**src/rtl/mem_port_arbiter_pkg.sv**
```systemverilog
// mem_port_arbiter_pkg
// Shared definitions for the RAM port arbiter: owner encodings, FSM state
// encodings, the IO region predicate and the address/word type macros.
// No ports (package).

`define ADDR_TP(w) logic [(w)-1:0]
`define WORD_TP logic [31:0]

package mem_port_arbiter_pkg;

   // Owner encodings, also driven to the engine on eng_owner.
   localparam logic [1:0] OWN_IC = 2'd0;
   localparam logic [1:0] OWN_LD = 2'd1;
   localparam logic [1:0] OWN_ST = 2'd2;

   localparam int WORD_W = 32;

   typedef enum logic [1:0] {
      ST_IDLE  = 2'd0,
      ST_BUSY  = 2'd1,
      ST_FLUSH = 2'd2
   } arb_state_e;

   // Address bits [17:16] == 2'b11 select the memory-mapped IO (UART) region.
   function automatic logic is_io_region(input logic [1:0] addr_hi);
      return (addr_hi == 2'b11);
   endfunction

endpackage

```
**src/rtl/mem_grant_sel.sv**
```systemverilog
// mem_grant_sel
// Combinational priority selector. Normal order is st > ld > ic; once the
// age counter has reached STARVE_LIM a pending icache fill wins instead.
// Ports:
//   ic_valid/ld_valid/st_valid : raw requests
//   ic_elig/ld_elig/st_elig    : eligibility masks
//   age                        : consecutive data grants seen by a waiting ic
//   grant                      : one-hot {st, ld, ic}, all zero when nothing to grant

module mem_grant_sel #(
   parameter int AGE_W      = 3,
   parameter int STARVE_LIM = 4
) (
   input  logic             ic_valid,
   input  logic             ld_valid,
   input  logic             st_valid,
   input  logic             ic_elig,
   input  logic             ld_elig,
   input  logic             st_elig,
   input  logic [AGE_W-1:0] age,
   output logic [2:0]       grant
);

   localparam logic [AGE_W-1:0] AGE_LIM = AGE_W'(STARVE_LIM);

   logic ic_req_s;
   logic ld_req_s;
   logic st_req_s;

   // Priority pick with the starvation override for the icache.
   always_comb begin
      ic_req_s = ic_valid & ic_elig;
      ld_req_s = ld_valid & ld_elig;
      st_req_s = st_valid & st_elig;
      grant    = 3'b000;
      if (ic_req_s && (age == AGE_LIM)) begin
         grant = 3'b001;
      end else if (st_req_s) begin
         grant = 3'b100;
      end else if (ld_req_s) begin
         grant = 3'b010;
      end else if (ic_req_s) begin
         grant = 3'b001;
      end else begin
         grant = 3'b000;
      end
   end

endmodule

```
**src/rtl/mem_port_arbiter.sv**
```systemverilog
// mem_port_arbiter
// Shares the byte-serial RAM engine among icache fill (ic), SLB load (ld)
// and ROB committed store (st). One transaction is outstanding at a time;
// completions are routed back as one-cycle done pulses. Rollback squashes
// ic/ld transactions, stores to the UART region wait while its buffer is full.
// Ports:
//   clk, rst (async, active high), rdy (global freeze), rb (rollback)
//   io_buffer_full            : UART TX buffer full
//   ic_valid/ic_addr/ic_done  : icache fill request and completion
//   ld_*                      : load request, completion, data and ROB tag
//   st_*                      : store request and completion
//   eng_start/rw/addr/len/wdata/owner : launch interface to the engine
//   eng_done/eng_rdata        : engine completion and read data

module mem_port_arbiter
   import mem_port_arbiter_pkg::*;
#(
   parameter int ADDR_W     = 32,
   parameter int ROB_IDX_W  = 4,
   parameter int LINE_BYTES = 16,
   parameter int STARVE_LIM = 4
) (
   input  logic                 clk,
   input  logic                 rst,
   input  logic                 rdy,
   input  logic                 rb,
   input  logic                 io_buffer_full,
   input  logic                 ic_valid,
   input  logic [ADDR_W-1:0]    ic_addr,
   output logic                 ic_done,
   input  logic                 ld_valid,
   input  logic [ADDR_W-1:0]    ld_addr,
   input  logic [2:0]           ld_len,
   input  logic [ROB_IDX_W-1:0] ld_src,
   output logic                 ld_done,
   output logic [31:0]          ld_data,
   output logic [ROB_IDX_W-1:0] ld_done_src,
   input  logic                 st_valid,
   input  logic [ADDR_W-1:0]    st_addr,
   input  logic [2:0]           st_len,
   input  logic [31:0]          st_data,
   output logic                 st_done,
   output logic                 eng_start,
   output logic                 eng_rw,
   output logic [ADDR_W-1:0]    eng_addr,
   output logic [4:0]           eng_len,
   output logic [31:0]          eng_wdata,
   output logic [1:0]           eng_owner,
   input  logic                 eng_done,
   input  logic [31:0]          eng_rdata
);

   localparam int               AGE_W    = $clog2(STARVE_LIM + 1);
   localparam logic [AGE_W-1:0] AGE_LIM  = AGE_W'(STARVE_LIM);
   localparam logic [4:0]       LINE_LEN = 5'(LINE_BYTES);

   arb_state_e           state_r;
   arb_state_e           state_nxt_s;
   logic [AGE_W-1:0]     age_r;
   logic [ROB_IDX_W-1:0] ld_src_r;
   logic [2:0]           grant_s;
   logic                 grant_any_s;
   logic                 fin_s;
   logic                 kill_s;
   logic                 st_elig_s;
   logic [1:0]           grant_own_s;
   `ADDR_TP(ADDR_W)      grant_addr_s;
   logic [4:0]           grant_len_s;
   `WORD_TP              grant_wdata_s;

   // A requester whose done pulse is high right now still shows its old valid,
   // so it is masked out for that cycle; UART stores wait on a full buffer.
   always_comb begin
      st_elig_s = ~st_done & ~(is_io_region(st_addr[17:16]) & io_buffer_full);
   end

   mem_grant_sel #(
      .AGE_W      (AGE_W),
      .STARVE_LIM (STARVE_LIM)
   ) u_grant_sel (
      .ic_valid (ic_valid),
      .ld_valid (ld_valid),
      .st_valid (st_valid),
      .ic_elig  (~ic_done),
      .ld_elig  (~ld_done),
      .st_elig  (st_elig_s),
      .age      (age_r),
      .grant    (grant_s)
   );

   // Request fields of the selected requester, latched on grant.
   always_comb begin
      grant_own_s   = OWN_IC;
      grant_addr_s  = ic_addr;
      grant_len_s   = LINE_LEN;
      grant_wdata_s = 32'h0000_0000;
      case (grant_s)
         3'b100: begin
            grant_own_s   = OWN_ST;
            grant_addr_s  = st_addr;
            grant_len_s   = {2'b00, st_len};
            grant_wdata_s = st_data;
         end
         3'b010: begin
            grant_own_s   = OWN_LD;
            grant_addr_s  = ld_addr;
            grant_len_s   = {2'b00, ld_len};
            grant_wdata_s = 32'h0000_0000;
         end
         default: begin
            grant_own_s   = OWN_IC;
            grant_addr_s  = ic_addr;
            grant_len_s   = LINE_LEN;
            grant_wdata_s = 32'h0000_0000;
         end
      endcase
   end

   // Next-state logic: grant from IDLE, completion or squash from BUSY,
   // drain from FLUSH. Stores are never squashed.
   always_comb begin
      state_nxt_s = state_r;
      grant_any_s = 1'b0;
      fin_s       = 1'b0;
      kill_s      = rb & (eng_owner != OWN_ST);
      case (state_r)
         ST_IDLE: begin
            if (!rb && (grant_s != 3'b000)) begin
               state_nxt_s = ST_BUSY;
               grant_any_s = 1'b1;
            end else begin
               state_nxt_s = ST_IDLE;
            end
         end
         ST_BUSY: begin
            if (eng_done) begin
               state_nxt_s = ST_IDLE;
               fin_s       = ~kill_s;
            end else if (kill_s) begin
               state_nxt_s = ST_FLUSH;
            end else begin
               state_nxt_s = ST_BUSY;
            end
         end
         ST_FLUSH: begin
            if (eng_done) begin
               state_nxt_s = ST_IDLE;
            end else begin
               state_nxt_s = ST_FLUSH;
            end
         end
         default: begin
            state_nxt_s = ST_IDLE;
         end
      endcase
   end

   // FSM state register.
   always_ff @(posedge clk or posedge rst) begin
      if (rst) begin
         state_r <= ST_IDLE;
      end else if (rdy) begin
         state_r <= state_nxt_s;
      end
   end

   // Launch pulse and latched request fields toward the engine.
   always_ff @(posedge clk or posedge rst) begin
      if (rst) begin
         eng_start <= 1'b0;
         eng_rw    <= 1'b0;
         eng_addr  <= {ADDR_W{1'b0}};
         eng_len   <= 5'd0;
         eng_wdata <= 32'h0000_0000;
         eng_owner <= OWN_IC;
         ld_src_r  <= {ROB_IDX_W{1'b0}};
      end else if (rdy) begin
         eng_start <= grant_any_s;
         if (grant_any_s) begin
            eng_rw    <= grant_s[2];
            eng_addr  <= grant_addr_s;
            eng_len   <= grant_len_s;
            eng_wdata <= grant_wdata_s;
            eng_owner <= grant_own_s;
            if (grant_s[1]) begin
               ld_src_r <= ld_src;
            end
         end
      end
   end

   // Starvation age: counts data grants while the icache waits, saturating.
   always_ff @(posedge clk or posedge rst) begin
      if (rst) begin
         age_r <= {AGE_W{1'b0}};
      end else if (rdy && grant_any_s) begin
         if (grant_s[0]) begin
            age_r <= {AGE_W{1'b0}};
         end else if (ic_valid && (age_r != AGE_LIM)) begin
            age_r <= age_r + AGE_W'(1);
         end
      end
   end

   // Completion pulses routed to the owner, plus load result capture.
   always_ff @(posedge clk or posedge rst) begin
      if (rst) begin
         ic_done     <= 1'b0;
         ld_done     <= 1'b0;
         st_done     <= 1'b0;
         ld_data     <= 32'h0000_0000;
         ld_done_src <= {ROB_IDX_W{1'b0}};
      end else if (rdy) begin
         ic_done <= fin_s & (eng_owner == OWN_IC);
         ld_done <= fin_s & (eng_owner == OWN_LD);
         st_done <= fin_s & (eng_owner == OWN_ST);
         if (fin_s && (eng_owner == OWN_LD)) begin
            ld_data     <= eng_rdata;
            ld_done_src <= ld_src_r;
         end
      end
   end

endmodule

```
**config.mk**
```make
export PLATFORM = sky130hd
export DESIGN_NAME = mem_port_arbiter
export DESIGN_NICKNAME = d
export VERILOG_FILES = /design/src/rtl/mem_port_arbiter_pkg.sv /design/src/rtl/mem_grant_sel.sv /design/src/rtl/mem_port_arbiter.sv
export SDC_FILE = /design/constraint.sdc
export NUM_CORES = 1
export LEC_CHECK = 0
export ABC_AREA = 1
export CORE_ASPECT_RATIO = 0.9
export CORE_MARGIN = 8
export CORE_UTILIZATION = 43
export CTS_CLUSTER_SIZE = 20
export DETAILED_ROUTE_END_ITERATION = 8
export PLACE_DENSITY = 0.86
export SLEW_MARGIN = 20
export SYNTH_ARGS = -nofsm -noshare
export SYNTH_HDL_FRONTEND = slang
export SYNTH_SLANG_ARGS = --single-unit
export TNS_END_PERCENT = 30
```
**constraint.sdc**
```tcl
create_clock -name clk -period 11.1 [get_ports clk]
set_clock_uncertainty 0.05 [all_clocks]
set_input_delay 1.665 -clock clk [delete_from_list [all_inputs] [get_ports clk]]
set_output_delay 1.665 -clock clk [all_outputs]
set_load 0.005 [all_outputs]
```
Word level (Yosys, flattened, before mapping)
Cells that the tools add are included.
- bitwise gates (word level): 14
- reduce and logical (&&, ||, !) cells: 14
- mux-type cells: 19
- eq/ne operators: 10
- $add $sub $neg: 1
- operator list (cell ; number):
    $pmux 32 s2 ; 1
    $mux 32 ; 1
    $mux 3 ; 5
    $pmux 5 s2 ; 1
    $and 1x1->1 ; 9
    $eq 2x2->1 const B ; 3
    $eq 3x3->1 const B ; 2
    $mux 1 ; 6
    $mux 2 ; 3
    $pmux 2 s3 ; 1
    $reduce_and 2->1 ; 3
    $logic_and 1x1->1 ; 5
    $not 1->1 ; 5
    $eq 2x1->1 const B ; 2
    $logic_not 2->1 ; 2
    $pmux 2 s2 ; 1
    $add 3x1->3 const B ; 1
    $eq 3x2->1 const B ; 1
    $ne 3x3->1 const B ; 1
    $reduce_and 3->1 ; 1
    $reduce_bool 3->1 ; 1
    $ne 2x2->1 const B ; 1
    $reduce_bool 2->1 ; 1
    $logic_not 1->1 ; 1
- output and inout port bits: 112
- bits of input ports: 179
- register bits: 121
- logic and storage cells: 72

Longest topological paths before layout
- word-level depth: 13
- mapped depth: 11
- gate-level depth less buffers: 11

Hierarchy
A second synthesis with hierarchy kept.
- cell total of the unflattened synthesis: 711
- area, all modules: 5754.3 sq um
- by module, submodules not included (module ; times used ; area each (sq um) ; cells an instance):
    mem_port_arbiter ; 1 ; 5694.2 ; 698
    mem_grant_sel ; 1 ; 60.1 ; 13

Worst setup path before layout
OpenSTA, ideal clock, no wires.
- kind: input to register
- from: input port st_valid
- to: register eng_wdata[10]
- path buffers: 2
- setup time: 0.083 ns
- data required time: 10.967 ns
- arrival time: 2.768 ns
- path slack: 8.200 ns
- stages on the path: 8
- path through: inv_1 > nor2_1 > nand2_2 > nor2_2 > buf_2 > buf_1 > nand2_1 > o21ai_0
- word-level cells in the longest chain between the ends: 8
- RTL lines (item ; RTL line ; text):
    start: declaration ; mem_port_arbiter.sv:38 ; input logic st_valid,
    $and 1x1->1 (*) ; mem_grant_sel.sv:34 ; st_req_s = st_valid & st_elig;
    $mux 3 (*) ; mem_grant_sel.sv:38 ; end else if (st_req_s) begin
    $mux 3 (*) ; mem_grant_sel.sv:36 ; if (ic_req_s && (age == AGE_LIM)) begin
    $reduce_bool 3->1 ; mem_port_arbiter.sv:128 ; if (!rb && (grant_s != 3'b000)) begin
    $logic_and 1x1->1 ; mem_port_arbiter.sv:128 ;
    $mux 1 ; mem_port_arbiter.sv:128 ;
    $mux 1 ; mem_port_arbiter.sv:126 ; case (state_r)
    $reduce_and 2->1 (no line) ; -- ;
    end signal: assignment ; mem_port_arbiter.sv:183 ; eng_wdata <= grant_wdata_s;
    end: declaration ; mem_port_arbiter.sv:47 ; output logic [31:0] eng_wdata,
Every way passes the cells marked *; elsewhere a longest branch is shown, timed or not.
A chain may end at the register's enable or synchronous reset.

Final worst setup path
- from: input port st_addr[17]
- to: register eng_addr[8]
- word-level cells in the longest chain between the ends: 12
- RTL lines (item ; RTL line ; text):
    start: declaration ; mem_port_arbiter.sv:39 ; input logic [ADDR_W-1:0] st_addr,
    $eq 2x2->1 (*) ; mem_port_arbiter_pkg.sv:26 ; return (addr_hi == 2'b11);
    $and 1x1->1 (*) ; mem_port_arbiter.sv:74 ; st_elig_s = ~st_done & ~(is_io_region(st_addr[17:16]) & io_buffer_full);
    $not 1->1 (*) ; mem_port_arbiter.sv:74 ;
    $and 1x1->1 (*) ; mem_port_arbiter.sv:74 ;
    $and 1x1->1 (*) ; mem_grant_sel.sv:34 ;
    $mux 3 (*) ; mem_grant_sel.sv:38 ;
    $mux 3 (*) ; mem_grant_sel.sv:36 ;
    $reduce_bool 3->1 ; mem_port_arbiter.sv:128 ;
    $logic_and 1x1->1 ; mem_port_arbiter.sv:128 ;
    $mux 1 ; mem_port_arbiter.sv:128 ;
    $mux 1 ; mem_port_arbiter.sv:126 ;
    $reduce_and 2->1 (no line) ; -- ;
    end signal: assignment ; mem_port_arbiter.sv:172 ; eng_addr <= {ADDR_W{1'b0}};
    end signal: assignment ; mem_port_arbiter.sv:181 ; eng_addr <= grant_addr_s;
    end: declaration ; mem_port_arbiter.sv:45 ; output logic [ADDR_W-1:0] eng_addr,
Marked as above.

==> impl_metrics.csv <==
group,metric,value,unit
setup_path,critPathCaptureType,"flip-flop",
synthesis,synth_top_cell_area_share,53.2,%
synthesis,yosysWarnings,0,
power,power_density,218,nW/um2
synthesis,netlist_top_cells_area,"dfrtp_1 53%, nand2_1 19%, nand3_1 6.1%, o21ai_0 5.1%, nand4_1 4.4%",
placed_design,io_buffers,289,
die,die_y,125,um
power,combPwrFrac,36.0,%
sta,min_period_over_period,42.9,%
setup_path,critPathTopFamily,"simple AND/OR/NAND/NOR gates",
die,chipWidth,137,um
clock_tree,htree_levels,4,
sta,hold_viol_final,0,
power,p_total,2.00,mW
setup_path,slowest_stage,"nand2_4",
synthesis,syn_area,5640,um2
route,drt-total-wl,19.9,mm
sta,fin_crit,4.76,ns
clock_tree,cts_root_buf,"clkbuf_16",
global_route,grt_use_total,23.3,%
setup_path,startpoint_type,"input pin",
global_route,antenna_found_initial,0,
setup_path,worstSetupPathType,"in -> reg",
synthesis,synth_seq_cells,120,
flow_run,maxCapViolCount,0,
clock_tree,cts_tree,"built",
power,power.switching,604,uW
power,intPower,1.40,mW
synthesis,synth_top_cell_by_area,"dfrtp_1",
global_route,grt_pass1_vias,5915,
clock_tree,cts_setup_buffers,0,
sta,setup_viol,0,
synthesis,synthCells,707,
setup_path,r2r_cells,10,
synthesis,seq_area_frac_synth,53.2,%
setup_path,rr_startpoint,"age_r[0]",
global_route,grt_first_pass_wirelength,31.2,mm
die,rows,39,
hold_path,min_from,"ld_src_r[0]",
clock_tree,clock_latency,0.40,ns
route,vias,5768,
route,drtIter0Drc,338,
synthesis,yosysUniqueCellTypes,29,
clock_tree,cts_buffers,17,
synthesis,avgSynthCellArea,7.98,um2
setup_path,path_max_fanout,106,
setup_path,cpMostUsedCell,"nand2_1",
route,wire_per_inst,17.3,um
power,clkPwrFrac,28.4,%
sta,max_slew_margin,29.1,%
sta,max_freq,210,MHz
sta,rsz0062_at_grt,"false",
layout,final_common_cell,"clkdlybuf4s50_1",
layout,fin_area,9170,um2
power,max-vdd-ir-drop,0.000118,V
placed_design,place.gp.congestion,0.825,
setup_path,critPathMaxStageDelay,0.86,ns
die,dieArea,17000,um2
hold_path,hp-class,"reg -> reg",
route,ant_nets,0,
layout,fin_nets,1156,
placed_design,dp.final_hpwl,14.6,mm
layout,post-route-util,72.0,%
placed_design,postPlaceCellArea,8560,um2
setup_path,required,11.34,ns
route,drc_errors,0,
setup_path,reg2reg_to,"eng_addr[8]",
layout,final_cell_mix,"289 x clkdlybuf4s50_1, 280 x nand2_1, 120 x dfrtp_1, 68 x nand3_1, 57 x o21ai_0",
run_status,status,"finished, final reports clean",
setup_path,crit_path_cell_trace,"clkdlybuf4s50_1 > nand3_1 > nand2_2 > nand4_2 > nand2_4 > inv_2 > nand2_1 > nand2_1",
die,pin_count,291,
setup_path,rrSetupSlack,7.41,ns
layout,area_growth,62.6,%
hold_path,min_path_cells,2,
die,core_area,12700,um2
clock_tree,cts.sinks,120,
route,dr.pass1.iters,5,
synthesis,synth_nets,888,
sta,timing.hold.ws,0.428,ns
sta,maxSlewViolCount,0,
die,start_util,44.3,%
global_route,gr-total-overflow,0,
sta,finalSetupTns,0,ns
setup_path,path_buf_inv,2,
layout,final.fill_count,1015,
setup_path,arrival,5.00,ns
clock_tree,cts_resized,0,
power,seqPwrFrac,35.6,%
sta,worstMarginPinSlew,1.06,ns
clock_tree,hold_buffers,0,
power,sw_frac_of_total,30.2,%
clock_tree,clk_pin_slew,0.06,ns
global_route,grt_max_degree,107,
clock_tree,cts.path.max_buffers,2,
route,via_per_inst,5.02,
layout,drive_gt1_share,5.17,%
hold_path,whs_endpoint,"ld_src_r[0]",
power,leakage,4.32,nW
layout,diodes,0,
cells by family after synthesis:
group	share of synthesized area, %
AOI/OAI and AO/OA	7.12
xor gates and xnor gates	0.155
adders and majority gates	0.444
buffers and inverters	7.61
DFF	53.2
other	0.0665
and+or+nand+nor	31.4
cells in the mapped netlist:
cell type / n
or2_2: 1
o31ai_1: 1
inv_1: 52
xnor2_1: 1
o21ai_2: 3
dfrtp_1: 120
nand3_2: 1
nand2_2: 3
o211ai_1: 1
o32ai_1: 1
conb_1: 1
buf_4: 4
nor2_2: 2
nand3_1: 69
nor2_1: 10
clkbuf_1: 30
buf_1: 3
buf_6: 6
o21ai_0: 57
nand4_2: 1
buf_2: 1
nor4_4: 1
o22ai_1: 1
a21oi_1: 2
nand2_1: 281
inv_2: 2
o21ai_1: 10
ha_1: 2
nand4_1: 40
routing by layer:
layer | GRT usage (%) | wire length, um | vias up
li1 | - | - | 2816
met1 | 26.0 | 7500 | 2654
met2 | 38.8 | 9820 | 266
met3 | 9.11 | 2120 | 32
met4 | 8.78 | 481 | 0
met5 | 0 | 0 | -
tightest hold or removal path: cells and delay by family, from the launching register on:
family        cells  cell delay [ns]
simple gates      2             0.11
flops             1             0.35
sequential cells by signal, summed over array words and instances (netlist names):
name / flops
eng_addr: 32
eng_wdata: 32
ld_data: 32
eng_len: 4
ld_done_src: 4
ld_src_r: 4
age_r: 3
eng_owner: 2
state_r: 2
eng_rw: 1
eng_start: 1
ic_done: 1
ld_done: 1
st_done: 1
cell type report:
cell class	count	area (um2)	area share, %
Sequential cell	120	3000	32.8
Timing Repair Buffer	293	2920	31.9
Multi-Input combinational cell	489	2230	24.3
Clock buffer	17	425	4.64
Inverter	54	205	2.24
Tap cell	164	205	2.24
Clock inverter	13	181	1.98
power by group through the flow:
stage | clock [mW] | combinational [mW] | sequential [mW]
finish | 0.567 | 0.721 | 0.713
global route | 0.598 | 0.792 | 0.735
CTS | 0.575 | 0.733 | 0.713
detailed placement | 0 | 0.728 | 0.713
global placement | 0 | 0.711 | 0.708
floorplan | 0 | 0.245 | 0.717
how the worst max path moves through the flow:
stage	from	cells after the start	to	slack, ns
final	st_addr[17]	8	eng_addr[8]	6.34
after global routing	st_addr[16]	8	eng_rw	6.06
after CTS	st_addr[17]	8	eng_addr[7]	6.31
after detailed placement	st_addr[17]	8	eng_addr[7]	5.90
after global placement	st_addr[17]	8	eng_owner[1]	6.05
after floorplan	rst	1	age_r[0]	6.20
per-stage QoR:
step / cells / worst slack, ns
after floorplan: 707 / 6.20
after global placement: 1120 / 6.05
after detailed placement: 1120 / 5.90
after CTS: 1150 / 6.31
after global routing: 1150 / 6.06
final: 1150 / 6.34
(Power assumes the default switching activity.)
